$ cat config.mk
export PLATFORM = sky130hd
export DESIGN_NAME = output_port_arbiter
export DESIGN_NICKNAME = d
export VERILOG_FILES = /design/src/rtl/noc_pkg.sv /design/src/rtl/output_port_arbiter_rr_picker.sv /design/src/rtl/output_port_arbiter.sv
export SDC_FILE = /design/constraint.sdc
export NUM_CORES = 1
export LEC_CHECK = 0
export CORE_MARGIN = 5
export CORE_UTILIZATION = 36
export CTS_BUF_LIST = sky130_fd_sc_hd__clkbuf_4
export CTS_CLUSTER_DIAMETER = 200
export DETAILED_ROUTE_END_ITERATION = 10
export GPL_TIMING_DRIVEN = 0
export PLACE_DENSITY = 0.9
export REMOVE_ABC_BUFFERS = 1
export SLEW_MARGIN = 5
export SYNTH_ARGS = -nofsm -noshare
export SYNTH_HDL_FRONTEND = slang
export SYNTH_SLANG_ARGS = --single-unit
$ cat constraint.sdc
create_clock -name clk -period 3 [get_ports clk]
set_input_delay 0.3 -clock clk [delete_from_list [all_inputs] [get_ports clk]]
set_output_delay 0.3 -clock clk [all_outputs]
set_load 0.1 [all_outputs]
$ cat src/rtl/noc_pkg.sv
// noc_pkg: shared router definitions.
// Phit layout (PHIT_W bits): [34] vld, [33] sop, [32] eop, [31:0] payload.
// Also carries the output-port arbiter FSM state type.
package noc_pkg;

  localparam int PHIT_W   = 35;
  localparam int PHIT_VLD = 34;
  localparam int PHIT_SOP = 33;
  localparam int PHIT_EOP = 32;

  typedef enum logic {
    ARB_IDLE,
    ARB_LOCKED
  } arb_state_t;

endpackage

$ cat src/rtl/output_port_arbiter_rr_picker.sv
// rr_picker: combinational round-robin priority encoder.
// Ports:
//   cand   in  N      candidate vector
//   ptr    in  IDX_W  highest-priority index this cycle
//   found  out 1      at least one candidate present
//   winner out IDX_W  first candidate at or after ptr, wrapping modulo N
module rr_picker #(
  parameter int N     = 4,
  parameter int IDX_W = (N > 1) ? $clog2(N) : 1
) (
  input  logic [N-1:0]     cand,
  input  logic [IDX_W-1:0] ptr,
  output logic             found,
  output logic [IDX_W-1:0] winner
);

  localparam int unsigned NU = N;

  int unsigned idx;

  // Scan offsets from farthest to nearest so the nearest hit is written last.
  always_comb begin
    found  = 1'b0;
    winner = '0;
    idx    = 0;
    for (int unsigned k = 0; k < NU; k++) begin
      idx = (32'(ptr) + (NU - 1 - k)) % NU;
      if (cand[idx]) begin
        found  = 1'b1;
        winner = idx[IDX_W-1:0];
      end
    end
  end

endmodule

$ cat src/rtl/output_port_arbiter.sv
// output_port_arbiter: packet-level round-robin arbiter for one router output.
// An input wins at sop and keeps the port until its eop; winner phits pass
// through one output register with ready/valid backpressure.
// Ports:
//   clk          in  1              rising-edge clock
//   reset        in  1              synchronous, active-low
//   req_i        in  N_IN           per-input select bit for this output
//   in_data      in  N_IN*PHIT_W    input phits, input i at [i*PHIT_W +: PHIT_W]
//   in_ready     out N_IN           phit of input i accepted when in_ready[i] & vld
//   out_ready    in  1              downstream can take a phit
//   out_req      out 1              vld of out_data (registered)
//   out_data     out PHIT_W         registered forwarded phit
//   grant        out N_IN           one-hot owner while locked, 0 when idle
//   err_timeout  out 1              one-cycle pulse on watchdog release
// Build option: define ARB_WATCHDOG_EN to release a stalled lock after
// TIMEOUT LOCKED cycles without an accepted phit; otherwise err_timeout is 0.
module output_port_arbiter
  import noc_pkg::*;
#(
  parameter int N_IN    = 4,
  parameter int PHIT_W  = noc_pkg::PHIT_W,
  parameter int TIMEOUT = 255
) (
  input  logic                     clk,
  input  logic                     reset,
  input  logic [N_IN-1:0]          req_i,
  input  logic [N_IN*PHIT_W-1:0]   in_data,
  output logic [N_IN-1:0]          in_ready,
  input  logic                     out_ready,
  output logic                     out_req,
  output logic [PHIT_W-1:0]        out_data,
  output logic [N_IN-1:0]          grant,
  output logic                     err_timeout
);

  localparam int IDX_W = (N_IN > 1) ? $clog2(N_IN) : 1;
  localparam logic [N_IN-1:0] ONE = 1;

  if (TIMEOUT < 1) begin : g_timeout_check
    $error("TIMEOUT must be at least 1");
  end

  arb_state_t        state;
  logic [IDX_W-1:0]  owner;
  logic [IDX_W-1:0]  rr_ptr;

  logic [PHIT_W-1:0] phit [N_IN];
  logic [N_IN-1:0]   cand;
  logic              found;
  logic [IDX_W-1:0]  pick;
  logic [IDX_W-1:0]  sel;
  logic [PHIT_W-1:0] sel_phit;
  logic              acc;
  logic              wd_fire;

  function automatic logic [IDX_W-1:0] inc_idx(input logic [IDX_W-1:0] i);
    if (32'(i) == N_IN - 1) return '0;
    return i + 1'b1;
  endfunction

  rr_picker #(
    .N     (N_IN),
    .IDX_W (IDX_W)
  ) u_picker (
    .cand   (cand),
    .ptr    (rr_ptr),
    .found  (found),
    .winner (pick)
  );

  // Acceptance is gated by reset so nothing is consumed while in reset.
  always_comb begin
    in_ready = '0;
    acc      = 1'b0;
    sel      = '0;
    for (int unsigned i = 0; i < N_IN; i++) begin
      phit[i] = in_data[i*PHIT_W +: PHIT_W];
      cand[i] = req_i[i] & phit[i][PHIT_VLD] & phit[i][PHIT_SOP];
    end
    if (reset && out_ready) begin
      if (state == ARB_LOCKED) begin
        in_ready[owner] = 1'b1;
        sel             = owner;
        acc             = phit[owner][PHIT_VLD];
      end else if (found) begin
        in_ready[pick] = 1'b1;
        sel            = pick;
        acc            = 1'b1;
      end
    end
    sel_phit = phit[sel];
  end

`ifdef ARB_WATCHDOG_EN
  localparam int CNT_W = $clog2(TIMEOUT + 1);
  logic [CNT_W-1:0] wd_cnt;

  // Fires on the TIMEOUT-th consecutive LOCKED cycle without an acceptance.
  assign wd_fire = (state == ARB_LOCKED) && out_ready && !acc &&
                   (32'(wd_cnt) == TIMEOUT - 1);

  always_ff @(posedge clk) begin
    if (!reset) begin
      wd_cnt <= '0;
    end else if (!out_ready || acc || wd_fire || state != ARB_LOCKED) begin
      wd_cnt <= '0;
    end else begin
      wd_cnt <= wd_cnt + 1'b1;
    end
  end
`else
  assign wd_fire = 1'b0;
`endif

  assign out_req = out_data[PHIT_VLD];

  always_ff @(posedge clk) begin
    if (!reset) begin
      state       <= ARB_IDLE;
      owner       <= '0;
      rr_ptr      <= '0;
      out_data    <= '0;
      grant       <= '0;
      err_timeout <= 1'b0;
    end else begin
      err_timeout <= wd_fire;
      if (out_ready) begin
        // Bubbles load as all-zero so out_req drops cleanly.
        out_data <= acc ? sel_phit : '0;
        if (state == ARB_IDLE) begin
          if (acc && !sel_phit[PHIT_EOP]) begin
            state <= ARB_LOCKED;
            owner <= sel;
            grant <= ONE << sel;
          end else if (acc) begin
            rr_ptr <= inc_idx(sel);
          end
        end else if ((acc && sel_phit[PHIT_EOP]) || wd_fire) begin
          state  <= ARB_IDLE;
          grant  <= '0;
          rr_ptr <= inc_idx(owner);
        end
      end
    end
  end

endmodule

Yosys cells after proc, flatten, opt, wreduce, memory -nomap -nowiden
Index checks and enable logic that the tools add are counted.
{ "totals": {"ff_bits": 44, "in_bits": 147} }
{ "op_classes": {"n_addsub": 5, "magnitude_cmp": 10, "bitwise": 11, "shift": 1, "eq_ne": 4, "mux": 61, "reduce_logical": 11} }
{ "ops": {"columns": ["op", "n"], "rows": [
  ["$mux 35", 5],
  ["$bmux 35 s2", 2],
  ["$mux 2", 15],
  ["$mux 1", 27],
  ["$mux 4", 6],
  ["$lt 2x3->1 const B", 6],
  ["$and 1x1->1", 8],
  ["$bmux 1 s2", 4],
  ["$add 2x1->2 const B", 3],
  ["$ge 3x3->1 const B", 2],
  ["$not 2->3", 2],
  ["$reduce_and 3->1", 2],
  ["$logic_and 1x1->1", 5],
  ["$add 2x2->2 const B", 2],
  ["$demux 1 s2", 2],
  ["$eq 2x2->1 const B", 2],
  ["$ge 2x1->1 const B", 2],
  ["$reduce_and 4->1", 1],
  ["$reduce_bool 2->1", 2],
  ["$shl 1x2->4 const A", 1],
  ["$ne 2x1->1 const B", 1],
  ["$ne 2x2->1 const B", 1],
  ["$logic_not 1->1", 1],
  ["$not 1->1", 1]
]} }

Logic depth before layout (Yosys ltp)
{ "depth": {"depth_word": 25, "depth_mapped": 10, "mapped_depth_nobuf": 8} }

Cells and area by module
A second synthesis with hierarchy kept.
{ "hier_totals": {"hier_cells": 352, "hier_area_um2": 2822.7} }
{ "by_module_without_submodules": {"columns": ["module", "instances", "area_per_inst_um2", "cells_each", "seq_area_each_um2"], "rows": [
  ["output_port_arbiter", 1, 2745.1, 339, 880.8],
  ["rr_picker", 1, 77.6, 13, 0.0]
]} }

Worst setup path before layout
OpenSTA, ideal clock, no wires.
{ "synth_path": {"path_kind": "reg-to-output", "from": "reg rr_ptr[1]", "to": "out in_ready[2]", "setup_slack_ns": 0.123, "t_required_ns": 2.700, "stages_incl_launch_ff": 7, "t_arrival_ns": 2.577, "path_cell_list": "dfxtp_1 -> inv_1 -> o32ai_1 -> nor3_1 -> nor3b_1 -> a21oi_1 -> nor2_1"} }
{ "synth_via": {"elab_chain_cells": 14, "elab_cells_between_ends": 27, "cone_classes": "add/sub (3); order compare (2); mux (21); reduce/logical (1)"} }
{ "synth_rtl": {"columns": ["element", "line_no", "rtl"], "rows": [
  ["start, declared", "output_port_arbiter.sv:45", "logic [IDX_W-1:0] rr_ptr;"],
  ["start signal, assigned", "output_port_arbiter.sv:136", "rr_ptr <= inc_idx(sel);"],
  ["start signal, assigned", "output_port_arbiter.sv:141", "rr_ptr <= inc_idx(owner);"],
  ["$add 2x2->2", "output_port_arbiter_rr_picker.sv:27", "idx = (32'(ptr) + (NU - 1 - k)) % NU;"],
  ["$bmux 1 s2", "output_port_arbiter_rr_picker.sv:28", "if (cand[idx]) begin"],
  ["$mux 1 (not written as such)", "output_port_arbiter_rr_picker.sv:28", null],
  ["$mux 2 (4 in series)", "output_port_arbiter_rr_picker.sv:28", null],
  ["$lt 2x3->1 (not written as such) or $ge 2x1->1 (tied branches)", "output_port_arbiter.sv:86", "in_ready[pick] = 1'b1;"],
  ["$logic_and 1x1->1 (not written as such)", "output_port_arbiter.sv:86", null],
  ["$mux 1 (not written as such)", "output_port_arbiter.sv:86", null],
  ["$demux 1 s2", "output_port_arbiter.sv:86", null],
  ["$mux 4 (*)", "output_port_arbiter.sv:85", "end else if (found) begin"],
  ["$mux 4 (*)", "output_port_arbiter.sv:81", "if (state == ARB_LOCKED) begin"],
  ["$mux 4 (*)", "output_port_arbiter.sv:80", "if (reset && out_ready) begin"],
  ["end, declared", "output_port_arbiter.sv:28", "output logic [N_IN-1:0] in_ready,"]
]} }
Mark *: on every way between the ends. The rest lies on a longest branch, timed or not. The select of a mux whose other input is x is not followed.

Worst setup path after layout
{ "layout_path": {"from": "in in_data[68]", "to": "reg out_data[8]"} }
{ "layout_via": {"elab_chain_cells": 15, "elab_cells_between_ends": 28, "cone_classes": "mux (26); bitwise (2)"} }
{ "layout_rtl": {"columns": ["element", "line_no", "rtl"], "rows": [
  ["start, declared", "output_port_arbiter.sv:27", "input logic [N_IN*PHIT_W-1:0] in_data,"],
  ["$and 1x1->1 (*)", "output_port_arbiter.sv:78", "cand[i] = req_i[i] & phit[i][PHIT_VLD] & phit[i][PHIT_SOP];"],
  ["$bmux 1 s2", "output_port_arbiter_rr_picker.sv:28", null],
  ["$mux 1 (not written as such)", "output_port_arbiter_rr_picker.sv:28", null],
  ["$mux 2 or $mux 1 (tied branches) (4 in series)", "output_port_arbiter_rr_picker.sv:28", null],
  ["$mux 2", "output_port_arbiter.sv:85", null],
  ["$mux 2", "output_port_arbiter.sv:81", null],
  ["$mux 2", "output_port_arbiter.sv:80", null],
  ["$not 2->3 (not written as such)", "output_port_arbiter.sv:91", "sel_phit = phit[sel];"],
  ["$bmux 35 s2", "output_port_arbiter.sv:91", null],
  ["$mux 35 (not written as such) (2 in series)", "output_port_arbiter.sv:91", null],
  ["$mux 35 (*)", "output_port_arbiter.sv:129", "out_data <= acc ? sel_phit : '0;"],
  ["end signal, assigned", "output_port_arbiter.sv:129", null],
  ["end, declared", "output_port_arbiter.sv:31", "output logic [PHIT_W-1:0] out_data,"]
]} }
Marks and branches as above.
A chain may end at the register's enable or synchronous reset.

==> flow_metrics.env <==
export IMPL_row_count=31
export IMPL_cts_sinks=44
export IMPL_cts_tree="yes"
export IMPL_firstDrtPassIters=4
export IMPL_crit_slowest_cell="mux4_2"
export IMPL_status="finished clean"
export IMPL_grt_pass1_vias=3087
export IMPL_ant_nets=0
export IMPL_max_cap_violations=0
export IMPL_syn_avg_cell_area_um2=11.49
export IMPL_grtUsageTotal_pct=21.11
export IMPL_crit_end="out_data[8]"
export IMPL_cpPeakStageDelay_ns=0.61
export IMPL_fin_cells=519
export IMPL_num_io_pins=192
export IMPL_cp_max_fo=18
export IMPL_dieArea_um2=9472
export IMPL_drt_vias_per_instance=5.532
export IMPL_critPathRequiredTime_ns=3.26
export IMPL_critPathCaptureType="register"
export IMPL_drive_gt1_share_pct=14.52
export IMPL_ys_warn_count=0
export IMPL_multi_input_area_um2=1778
export IMPL_setup_ws_ns=0.1936
export IMPL_insertion_delay_ns=0.34
export IMPL_overflow=0
export IMPL_synthFlopType="dfxtp_1"
export IMPL_setup_viol=0
export IMPL_grt_pass1_wl_mm=16.11
export IMPL_drt_iter0_drc=100
export IMPL_critical_path_class="in -> reg"
export IMPL_hp_class="reg -> reg"
export IMPL_antenna_found_initial=0
export IMPL_htree_num_levels=2
export IMPL_n_fill_cell=547
export IMPL_cts_hold_buffers=0
export IMPL_syn_to_final_growth_pct=77.12
export IMPL_r2r_slack_ns=0.31
export IMPL_wl_per_cell_um=19.81
export IMPL_leakagePower_nw=1.805
export IMPL_finalHoldViolCount=0
export IMPL_drc=0
export IMPL_cp_data_arrival_time_ns=3.06
export IMPL_place_hpwl_mm=8.036
export IMPL_core_um2=7331
export IMPL_clockBufferDepth=2
export IMPL_io_buffers=190
export IMPL_yosysMostFrequentCell="dfxtp_1"
export IMPL_cpLargestDelayFamily="compound AO/OA/AOI/OAI gates"
export IMPL_syn_area_um2=2745
export IMPL_yosysTopAreaCellShare_pct=32.09
export IMPL_drv_slew=0
export IMPL_rr_worst_depth=6
export IMPL_skew_ns=0.01246
export IMPL_timing_final_crit_share_pct=93.55
export IMPL_seqCellArea_um2=882.1
export IMPL_r2r_end="out_data[8]"
export IMPL_slew_headroom_pct=31.42
export IMPL_nets=574
export IMPL_dr_total_vias=2871
export IMPL_grt_max_degree=34
export IMPL_die_y_um=97.33
export IMPL_start_util_pct=37.45
export IMPL_p_per_area_nw_per_um2=341.3
export IMPL_utilization_pct=66.33
export IMPL_clock_fmax_mhz=356.3
export IMPL_cp_start_kind="primary input"
export IMPL_synthTopCellsByCount="44 x dfxtp_1, 34 x mux4_2, 33 x a22o_1, 16 x a21oi_1"
export IMPL_r2r_start="rr_ptr[1]"
export IMPL_synth_edf_count=0
export IMPL_tightest_slew_ns=1.025
export IMPL_rsz0062_at_grt="no"
export IMPL_gp_congestion=0.8347
export IMPL_fin_crit_ns=2.806
export IMPL_clockRootBuffer="clkbuf_4"
export IMPL_cp_num_cells=7
export IMPL_n_antenna_cell=0
export IMPL_synth_top_area_cell="dfxtp_1"
export IMPL_crit_chain="clkdlybuf4s50_1 > and3_1 > nor2_1 > o41ai_4 > nand3_4 > mux4_2 > a22o_1"
export IMPL_synth_async_reset_ratio_pct=0
export IMPL_synth_cell_types=39
export IMPL_startpoint="in_data[68]"
export IMPL_synth_seq_cells=44
export IMPL_crit_buf_inv=1
export IMPL_syn_inst=239
export IMPL_yosysSeqAreaShare_pct=32.09
export IMPL_path_clk_slew_ns=0.13
export IMPL_post_place_ws_ns=-0.6038
export IMPL_cts_buffers=5
export IMPL_wirelength_mm=10.28
export IMPL_placed_cells=509
export IMPL_hold_slack_ns=0.4883
export IMPL_ir_drop_mv=0.2023
export IMPL_synthTopCellsByArea="dfxtp_1 32%, mux4_2 28%, a22o_1 11%"
export IMPL_fp_dieW_um=97.33
-- per-layer routing --
metal	up-vias	wire [um]	global-route usage, %
li1	1317	-	-
met2	159	5397	38.32
met1	1378	3652	23.09
met4	0	195	5.431
met5	-	0	0
met3	17	1035	7.968
-- what timing repair did --
item / in CTS / in global routing
hold endpoints to repair: 0 / 0
buffers inserted: 0 / 1
pin swaps: 0 / 1
endpoints found under the setup margin: 26 / 11
resized for setup: 14 / 3
gates cloned: 1 / 0
-- logic make-up (layout without fill, tap and decap cells) --
kind of cell | count (synthesis) | in the layout | synth area share [%]
AO/OA/AOI/OAI | 69 | 69 | 19.19
adder cells (fa/ha/maj) | 8 | 8 | 3.646
buffers and inverters | 30 | 210 | 5.469
flip-flops | 44 | 44 | 32.09
multiplexers | 38 | 38 | 29.53
other | 1 | 1 | 0.1366
AND/OR/NAND/NOR | 49 | 50 | 9.936
-- final cells by class --
cell class | instances | area share [%]
clock buffers | 5 | 0.7720
well taps | 99 | 2.548
clock inverters | 3 | 0.7720
multi-input cells | 166 | 36.57
flip-flops and latches | 44 | 18.14
repair buffers | 193 | 40.50
inverters | 9 | 0.6948
-- metrics by stage --
step / cell area (um^2) / power (mW) / TNS, ns
after global placement: 4654 / 1.289 / -85.04
final: 4862 / 1.659 / 0
after detailed placement: 4740 / 1.313 / -17.71
after CTS: 4842 / 1.678 / 0
after global routing: 4862 / 1.736 / 0
after floorplan: 2629 / 1.011 / -15.45
-- registers in the layout (all words and copies together), names as in the netlist, named ones only --
register  cells
out_data     35
owner         2
grant         4
rr_ptr        2
-- layout by cell type, fill, tap and decap left out, types with 2 or more instances in the layout --
cell / n
a211oi_1: 2
a21oi_1: 15
a22o_1: 33
and2_1: 4
and3_1: 5
buf_16: 2
clkbuf_4: 5
clkdlybuf4s15_2: 4
clkdlybuf4s50_1: 186
clkinv_1: 2
dfxtp_1: 43
ha_1: 8
inv_1: 9
mux2i_1: 2
mux4_2: 34
nand2_1: 10
nand3_1: 10
nand3_4: 2
nand4_1: 4
nand4b_1: 2
nor2_1: 6
nor3b_1: 2
o21ai_0: 7
-- how the worst min path moves through the flow --
stage	start	end	slack (ns)	depth (start not counted)
floorplan	reset	rr_ptr[0]	0.45	2
global placement	out_data[26]	out_data[26]	0.46	1
detailed placement	out_data[17]	out_data[17]	0.46	1
CTS	out_data[32]	out_data[32]	0.49	2
global route	out_data[23]	out_data[23]	0.51	1
finish	out_data[32]	out_data[32]	0.49	2
-- power breakdown --
part	switching (mW)	internal, mW	leakage, nW
Combinational	0.351	0.313	1.41
Sequential	0.0255	0.614	0.359
Clock	0.184	0.170	0.0403
Total	0.561	1.10	1.80
-- worst register-to-register path, delay by kind of cell, from the launching register on --
family / cells / cell delay (ns)
AOI/OAI and AO/OA: 3 / 0.92
DFF: 1 / 0.47
muxes: 1 / 0.62
and+or+nand+nor: 2 / 0.59
Note: power is estimated with default switching activity, not from simulation.
